### src/rtl/jam_pkg.sv
// Shared constants and types for the job-assignment cost feeder.
package jam_pkg;

  localparam int unsigned COST_W = 7;
  localparam int unsigned N      = 8;
  localparam int unsigned MC_W   = 10;
  localparam int unsigned CNT_W  = 4;

  typedef logic [COST_W-1:0] cost_t;
  typedef logic [5:0]        addr_t;

  typedef enum logic [1:0] {
    IDLE,
    RUN,
    REPORT
  } run_state_e;

endpackage

### src/rtl/jam_cost_feeder_if.sv
// Load stream, solver port and result port of the cost feeder.
interface jam_cost_feeder_if;
  import jam_pkg::*;

  logic              in_valid;
  logic              in_ready;
  cost_t             in_data;
  logic              sol_rst;
  logic [2:0]        sol_W;
  logic [2:0]        sol_J;
  cost_t             sol_Cost;
  logic              sol_Valid;
  logic [MC_W-1:0]   sol_MinCost;
  logic [CNT_W-1:0]  sol_MatchCount;
  logic              res_valid;
  logic              res_ready;
  logic [MC_W-1:0]   res_min_cost;
  logic [CNT_W-1:0]  res_match_count;

  // master: environment (source, solver, consumer); slave: the feeder itself
  modport master (
    output in_valid, in_data, sol_W, sol_J, sol_Valid, sol_MinCost, sol_MatchCount, res_ready,
    input  in_ready, sol_rst, sol_Cost, res_valid, res_min_cost, res_match_count
  );

  modport slave (
    input  in_valid, in_data, sol_W, sol_J, sol_Valid, sol_MinCost, sol_MatchCount, res_ready,
    output in_ready, sol_rst, sol_Cost, res_valid, res_min_cost, res_match_count
  );

endinterface

### src/rtl/jam_cost_bank.sv
// Two 64-entry cost banks: one write port, one registered read port.
module jam_cost_bank
  import jam_pkg::*;
(
  input  logic  i_clk,
  input  logic  i_rst,
  input  logic  i_we,
  input  logic  i_wr_bank,
  input  addr_t i_wr_addr,
  input  cost_t i_wr_data,
  input  logic  i_rd_bank,
  input  addr_t i_rd_addr,
  output cost_t o_rd_data
);

  cost_t r_mem [2][64];
  cost_t r_rd_data;

  // Storage is deliberately not reset; stale contents are never read as valid data.
  always_ff @(posedge i_clk) begin
    if (i_we) r_mem[i_wr_bank][i_wr_addr] <= i_wr_data;
  end

  always_ff @(posedge i_clk) begin
    if (i_rst) r_rd_data <= '0;
    else       r_rd_data <= r_mem[i_rd_bank][i_rd_addr];
  end

  assign o_rd_data = r_rd_data;

endmodule

### src/rtl/jam_cost_feeder.sv
// Double-buffered 8x8 cost loader that sequences solver runs and holds each result.
module jam_cost_feeder
  import jam_pkg::*;
(
  input logic         CLK,
  input logic         RST,
  jam_cost_feeder_if.slave bus
);

  logic [1:0]       r_full;
  logic [1:0]       w_full_d;
  logic             r_ld;
  logic             r_act;
  addr_t            r_cnt;
  run_state_e       r_state;
  logic             r_res_valid;
  logic [MC_W-1:0]  r_min_cost;
  logic [CNT_W-1:0] r_match_cnt;

  logic w_in_ready;
  logic w_wr;
  logic w_ld_done;
  logic w_accept;

  assign w_in_ready = !r_full[r_ld];
  assign w_wr       = bus.in_valid && w_in_ready;
  assign w_ld_done  = w_wr && (r_cnt == 6'd63);
  assign w_accept   = (r_state == REPORT) && r_res_valid && bus.res_ready;

  // Load completion and result accept always target different banks here.
  always_comb begin
    w_full_d = r_full;
    if (w_ld_done) w_full_d[r_ld]  = 1'b1;
    if (w_accept)  w_full_d[r_act] = 1'b0;
  end

  always_ff @(posedge CLK) begin
    if (RST) begin
      r_full      <= 2'b00;
      r_ld        <= 1'b0;
      r_act       <= 1'b0;
      r_cnt       <= '0;
      r_state     <= IDLE;
      r_res_valid <= 1'b0;
      r_min_cost  <= '0;
      r_match_cnt <= '0;
    end else begin
      r_full <= w_full_d;
      if (w_wr) begin
        r_cnt <= r_cnt + 6'd1;
        if (w_ld_done) r_ld <= ~r_ld;
      end
      unique case (r_state)
        IDLE: begin
          if (r_full[r_act]) r_state <= RUN;
        end
        RUN: begin
          if (bus.sol_Valid) begin
            r_min_cost  <= bus.sol_MinCost;
            r_match_cnt <= bus.sol_MatchCount;
            r_res_valid <= 1'b1;
            r_state     <= REPORT;
          end
        end
        REPORT: begin
          if (w_accept) begin
            r_res_valid <= 1'b0;
            r_act       <= ~r_act;
            r_state     <= IDLE;
          end
        end
        default: r_state <= IDLE;
      endcase
    end
  end

  jam_cost_bank u_bank (
    .i_clk     (CLK),
    .i_rst     (RST),
    .i_we      (w_wr),
    .i_wr_bank (r_ld),
    .i_wr_addr (r_cnt),
    .i_wr_data (bus.in_data),
    .i_rd_bank (r_act),
    .i_rd_addr ({bus.sol_W, bus.sol_J}),
    .o_rd_data (bus.sol_Cost)
  );

  assign bus.in_ready        = w_in_ready;
  assign bus.sol_rst         = (r_state != RUN);
  assign bus.res_valid       = r_res_valid;
  assign bus.res_min_cost    = r_min_cost;
  assign bus.res_match_count = r_match_cnt;

endmodule

### src/flat_wrapper.sv
// flat-port wrapper written by rule: the top's interface ports become plain ports
module jam_cost_feeder_flat import jam_pkg::*;
  (CLK, RST, bus_in_valid, bus_in_data, bus_sol_W, bus_sol_J, bus_sol_Valid, bus_sol_MinCost, bus_sol_MatchCount, bus_res_ready, bus_in_ready, bus_sol_rst, bus_sol_Cost, bus_res_valid, bus_res_min_cost, bus_res_match_count);
  jam_cost_feeder_if bus_i ();
  input logic CLK;
  input logic RST;
  input wire logic [$bits(bus_i.in_valid)-1:0] bus_in_valid;
  input wire logic [$bits(bus_i.in_data)-1:0] bus_in_data;
  input wire logic [$bits(bus_i.sol_W)-1:0] bus_sol_W;
  input wire logic [$bits(bus_i.sol_J)-1:0] bus_sol_J;
  input wire logic [$bits(bus_i.sol_Valid)-1:0] bus_sol_Valid;
  input wire logic [$bits(bus_i.sol_MinCost)-1:0] bus_sol_MinCost;
  input wire logic [$bits(bus_i.sol_MatchCount)-1:0] bus_sol_MatchCount;
  input wire logic [$bits(bus_i.res_ready)-1:0] bus_res_ready;
  output wire logic [$bits(bus_i.in_ready)-1:0] bus_in_ready;
  output wire logic [$bits(bus_i.sol_rst)-1:0] bus_sol_rst;
  output wire logic [$bits(bus_i.sol_Cost)-1:0] bus_sol_Cost;
  output wire logic [$bits(bus_i.res_valid)-1:0] bus_res_valid;
  output wire logic [$bits(bus_i.res_min_cost)-1:0] bus_res_min_cost;
  output wire logic [$bits(bus_i.res_match_count)-1:0] bus_res_match_count;
  assign bus_i.in_valid = bus_in_valid;
  assign bus_i.in_data = bus_in_data;
  assign bus_i.sol_W = bus_sol_W;
  assign bus_i.sol_J = bus_sol_J;
  assign bus_i.sol_Valid = bus_sol_Valid;
  assign bus_i.sol_MinCost = bus_sol_MinCost;
  assign bus_i.sol_MatchCount = bus_sol_MatchCount;
  assign bus_i.res_ready = bus_res_ready;
  assign bus_in_ready = bus_i.in_ready;
  assign bus_sol_rst = bus_i.sol_rst;
  assign bus_sol_Cost = bus_i.sol_Cost;
  assign bus_res_valid = bus_i.res_valid;
  assign bus_res_min_cost = bus_i.res_min_cost;
  assign bus_res_match_count = bus_i.res_match_count;
  jam_cost_feeder u_core (.CLK(CLK), .RST(RST), .bus(bus_i));
endmodule
### config.mk
export PLATFORM = sky130hd
export DESIGN_NAME = jam_cost_feeder_flat
export DESIGN_NICKNAME = d
export VERILOG_FILES = /design/src/rtl/jam_pkg.sv /design/src/rtl/jam_cost_feeder_if.sv /design/src/rtl/jam_cost_bank.sv /design/src/rtl/jam_cost_feeder.sv /design/src/flat_wrapper.sv
export SDC_FILE = /design/constraint.sdc
export NUM_CORES = 1
export LEC_CHECK = 0
export BUFFER_PORTS_ARGS = -buffer_cell sky130_fd_sc_hd__clkbuf_2
export CAP_MARGIN = 20
export CORE_ASPECT_RATIO = 1.25
export CORE_MARGIN = 1.5
export CORE_UTILIZATION = 40
export CTS_CLUSTER_DIAMETER = 50
export CTS_CLUSTER_SIZE = 16
export DETAILED_ROUTE_END_ITERATION = 10
export GPL_TIMING_DRIVEN = 0
export SLEW_MARGIN = 5
export SYNTH_ARGS = -nofsm -noshare
export SYNTH_HDL_FRONTEND = slang
export SYNTH_SLANG_ARGS = --single-unit
export TNS_END_PERCENT = 20
### constraint.sdc
create_clock -name CLK -period 4.4 [get_ports CLK]
set_input_delay 0.44 -clock CLK [delete_from_list [all_inputs] [get_ports CLK]]
set_output_delay 0.44 -clock CLK [all_outputs]
set_load 0.03 [all_outputs]
== Word-level counts from Yosys, hierarchy flattened ==
Memories as Yosys holds them, arrays and structs flattened. A register that Yosys moved wholly into a read port is not among the register bits.
Index checks and enable logic that the tools add are counted.
Widths: inputs -> output; s select.
Word-level totals
  bits in registers: 34
  RAM bits: 896
  bits of input ports: 32
  output and inout port bits: 24
  word-level logic and storage cells: 73
  memories kept: 1
Cells by class
  add/sub/neg operators: 1
  magnitude comparators: 7
  equality and inequality tests: 7
  muxes and demuxes: 26
  bitwise logic cells: 7
  reductions and logical operators: 15
Memory list
  u_core.u_bank.r_mem: depth 2, width 448, read ports 1, clocked after Yosys merged registers in 1, write ports 1, line jam_cost_bank.sv:16  | cost_t r_mem [2][64];
Operator list (count)
  $mux 448: 1
  $bmux 7 s6: 1
  $demux 7 s6: 1
  $mux 7: 3
  $ge 7x7->1 const B: 2
  $not 6->7: 2
  $mux 1: 11
  $mux 2: 5
  $logic_and 1x1->1: 7
  $lt 7x1->1 const B: 1
  $add 6x1->6 const B: 1
  $eq 6x6->1 const B: 1
  $ne 2x1->1 const B: 3
  $pmux 2 s3: 1
  $reduce_and 2->1: 3
  $reduce_and 3->1: 2
  $lt 1x2->1 const B: 2
  $and 2x2->2: 1
  $demux 1 s1: 2
  $eq 2x1->1 const B: 1
  $eq 2x2->1 const B: 1
  $ge 1x1->1 const B: 2
  $logic_not 2->1: 1
  $ne 2x2->1 const B: 1
  other kinds (6): 7

== Logic depth before layout (Yosys ltp) ==
  depth after elaboration: 8
  depth in mapped cells: 10
  mapped depth without buffers: 6

== By module ==
A second synthesis with hierarchy kept.
Unflattened totals
  cells, all modules: 1977
  area total of the unflattened synthesis: 36777.8 µm²
Modules (own cells, without submodules)
  jam_cost_bank: times used 1, cells an instance 1844, area each 35676.7 µm², seq. area each 27045.9 µm²
  jam_cost_feeder: times used 1, cells an instance 133, area each 1101.1 µm², seq. area each 540.5 µm²

== Least setup slack after synthesis ==
Ideal clock, no wire load.
  path kind: register to register
  start point: reg u_core.r_ld
  end point: mem u_core.u_bank.r_mem[1][336] (netlist name) (enable)
  library setup time: 0.380 ns
  arrival: 2.194 ns
  required time: 4.020 ns
  setup slack: 1.826 ns
  stages on the path, launching flop included: 6
  path buffers: 1
  clock period less this slack: 2.574 ns
  path through: dfxtp_1 mux2i_1 and3_1 clkbuf_1 nand4_1 nor3_1
On the way
  cells in the longest elaborated chain, start to end: 6
Ends and longest elaborated chain
  from (decl): line jam_cost_feeder.sv:12  | logic r_ld;
  from (signal assigned): line jam_cost_feeder.sv:51  | if (w_ld_done) r_ld <= ~r_ld;
  $mux 1 (not written as such) (2 in series): line jam_cost_feeder.sv:25  | assign w_in_ready = !r_full[r_ld];
  $logic_not 1->1: line jam_cost_feeder.sv:25
  net bus_in_ready: line flat_wrapper.sv:15  | output wire logic [$bits(bus_i.in_ready)-1:0] bus_in_ready;
  $logic_and 1x1->1: line jam_cost_feeder.sv:26  | assign w_wr = bus.in_valid && w_in_ready;
  $mux 1: line jam_cost_bank.sv:21  | if (i_we) r_mem[i_wr_bank][i_wr_addr] <= i_wr_data;
  $mux 448 (not written as such): line jam_cost_bank.sv:21
  to (decl): line jam_cost_bank.sv:16
The timed path passes the listed nets, and every way through them passes these cells. The select of a mux whose other input is x is not followed.

==> metrics <==
outcome finished clean; #FFs+latches synth 931; Largest stage delay, worst path about 0.55 ns; Final nets ~1900; initial core utilization 0.405; Crit path top cell by count buf_2; Hold Crit Depth 3; antenna-violating nets left 0; Syn Inst Count about 1700; Clk Latency, worst-skew pair ~0.65 ns; H-tree depth 3; Final Max Slew Viols 0; leakage about 0.012 uW; initial DRC count roughly 1600; via/cell ratio roughly 5.6; Setup crit start kind flip-flop; vias in the first global route between 15000 and 20000; Worst setup EP type flip-flop; TNS Setup 0 ns; Antenna diodes 0; clock buffer depth 3; most frequent cells in the layout 896 x edfxtp_1, 234 x mux4_2, 155 x nor2_1, 87 x clkbuf_16, 74 x nand2_1; CTS tree built; Worst Max-Slew Pin Slew around 1.1 ns; EDFF count, synth between 800 and 900; met1 Use GR 0.233; Die Ht about 340 um; Area Growth Syn to Fin 12.7%; wire length of the first global-routing pass roughly 130000 um; YS warnings 0; Clock Pin Slew Worst Setup and Hold Paths roughly 0.07 ns; total gr overflow 0; critical-path cell list buf_2 -> buf_6 -> buf_4 -> buf_2 -> mux4_2 -> mux2i_1 -> o22ai_1 -> nor4_1 -> o21ai_1; area of the mapped netlist 0.0360 mm^2; layout cells sized above 1 0.235; sequential area share after synthesis 0.766; IO Count 56; CTS Sinks around 930; DRC violations left 0; worst-path maximum fanout 10; grt met3 use 0.0324; RD Place Congestion around 0.95; global-route usage over all layers 0.192; CP max-delay cell mux4_2; maximum vdd drop ~250 uV; unrepaired setup endpoints after global routing no; Layout Utilization 0.457; top_reg_cell synth edfxtp_1; fraction of registers with async set/reset 0; cts bufs inserted 80; post-cts resize count 0; Post-Synthesis Net Count 1763; HP Class input pin to flip-flop; DP Wirelength 59100 um; Distinct cells, synth 40; Critical Path AT approximately 3.6 ns; CTS Hold Bufs 8; Detailed Routing Iterations Pass 1 6; Area contributors post-synth edfxtp_1 75%, mux4_2 15%, dfxtp_1 1.9%; post-synth top area share 0.747; Die W approximately 270 um; GR peak layer met2; total wire length ~88000 um; Final Hold Viols 0; Peak Freq around 320 MHz; wire length per cell 28.1 um; row count between 100 and 150; total power 17400 uW; Worst Skew a little under 0.03 ns; initial antenna violation count 3; commonest non-fill, non-tap cell in the layout edfxtp_1; Mean Syn Cell Area between 20 and 25 um^2; final worst path period need approximately 3.2 ns; pwr/cell area roughly 430 mW/mm^2; largest net degree at the start of global routing between 100 and 150; area leader, netlist edfxtp_1; fin worst setup slack ~1.2 ns; met2 global-route usage 0.336; CP Data Required Time between 4 and 5 ns; crit path kind flip-flop to flip-flop; core area between 0.08 and 0.09 mm^2; IO Port Bufs 52; period utilization 0.717; pre-CTS setup slack slightly below 0.8 ns; vias post-DR ~17000; die area roughly 0.092 mm^2; root buffer cell clkbuf_16; Setup Fix Bufs, Post-CTS 0; Max-Cap Viols 0; relative slew slack 0.277; Finish-stage setup viols 0; worst r2r path cells 9
## kinds of logic (layout without fill, tap and decap cells)
family | count (synthesis) | in the layout | synth area share
simple gates | 289 | 289 | 0.0338
buf+inv | 94 | 302 | 0.0134
fa+ha+maj | 1 | 1 | 0.000347
xor+xnor | 7 | 7 | 0.00170
flops | 931 | 931 | 0.766
mux | 299 | 299 | 0.164
compound gates | 109 | 109 | 0.0199
## area by class of cell
type	instances	area, um^2
fill	7473	48300
sequential	931	27600
multi-input combinational	705	7930
clock buffer	108	2270
tap	1178	1470
timing repair buffer	67	507
buffer	92	474
clock inverter	33	319
inverter	2	7.51
## critical path: cells and delay by family, from the launching register on
family | cells | cell delay, ns
DFF | 1 | 0.31
muxes | 2 | 0.86
and+or+nand+nor | 1 | 0.33
AOI/OAI and AO/OA | 2 | 0.35
buffers and inverters | 4 | 1.13
## per-layer routing
metal,vias to the layer above,share of wire
li1,7434,-
met1,9206,0.38
met2,667,0.52
met3,178,0.056
met4,4,0.042
met5,-,0.00062
## state kept, by name (all words and copies together), names as in the netlist, named ones only
register and flops:
u_core.u_bank.r_mem 896, u_core.bus.res_min_cost 10, u_core.u_bank.o_rd_data 7, u_core.r_cnt 6, u_core.bus.res_match_count 4, u_core.r_full 2
u_core.r_state 2, u_core.bus.res_valid 1, u_core.r_act 1, u_core.r_ld 1
## path summary, 6_finish.rpt
kind / end / slack (ns) / startpoint
min reg2reg: u_core.bus.res_min_cost[1] / 0.46 / u_core.bus.res_min_cost[1]
min: u_core.bus.res_min_cost[1] / 0.03 / bus_sol_MinCost[1]
max: u_core.u_bank.o_rd_data[5] / 1.24 / flip-flop
max reg2reg: u_core.u_bank.o_rd_data[5] / 1.24 / flip-flop
## where the power goes
group | internal (uW) | switching, uW
logic | 196 | 440
registers | 9720 | 10.6
clock network | 3810 | 3240
total | 13700 | 3690
## Yosys cell counts, types with 2 or more instances
cell type	count
nor4_1	5
a221oi_1	4
o22ai_1	20
o21ai_0	4
buf_6	9
a211oi_1	4
xnor2_1	3
xor2_1	4
nand3_1	14
buf_2	22
nor2_1	155
nand2_1	74
a22o_1	12
a22oi_1	24
o21ai_1	10
buf_4	9
dfxtp_1	35
edfxtp_1	896
and2_1	5
a21oi_1	26
nor2b_1	17
mux2i_1	63
mux2_2	2
nor3_1	6
nand2b_1	4
a31oi_1	2
nand4_1	4
clkbuf_1	36
a32o_1	2
mux4_2	234
buf_1	16
## metrics by stage
stage / cell area, um^2 / cells / hold WS, ns
2_1_floorplan: 36000 / 1730 / 0.482
3_3_place_gp: 37800 / 2960 / 0.448
3_5_place_dp: 37900 / 2966 / 0.449
4_1_cts: 40600 / 3115 / 0.000836
5_1_grt: 40600 / 3116 / 0.0323
6_report: 40600 / 3116 / 0.0278
Note: power is estimated with default switching activity, not from simulation.
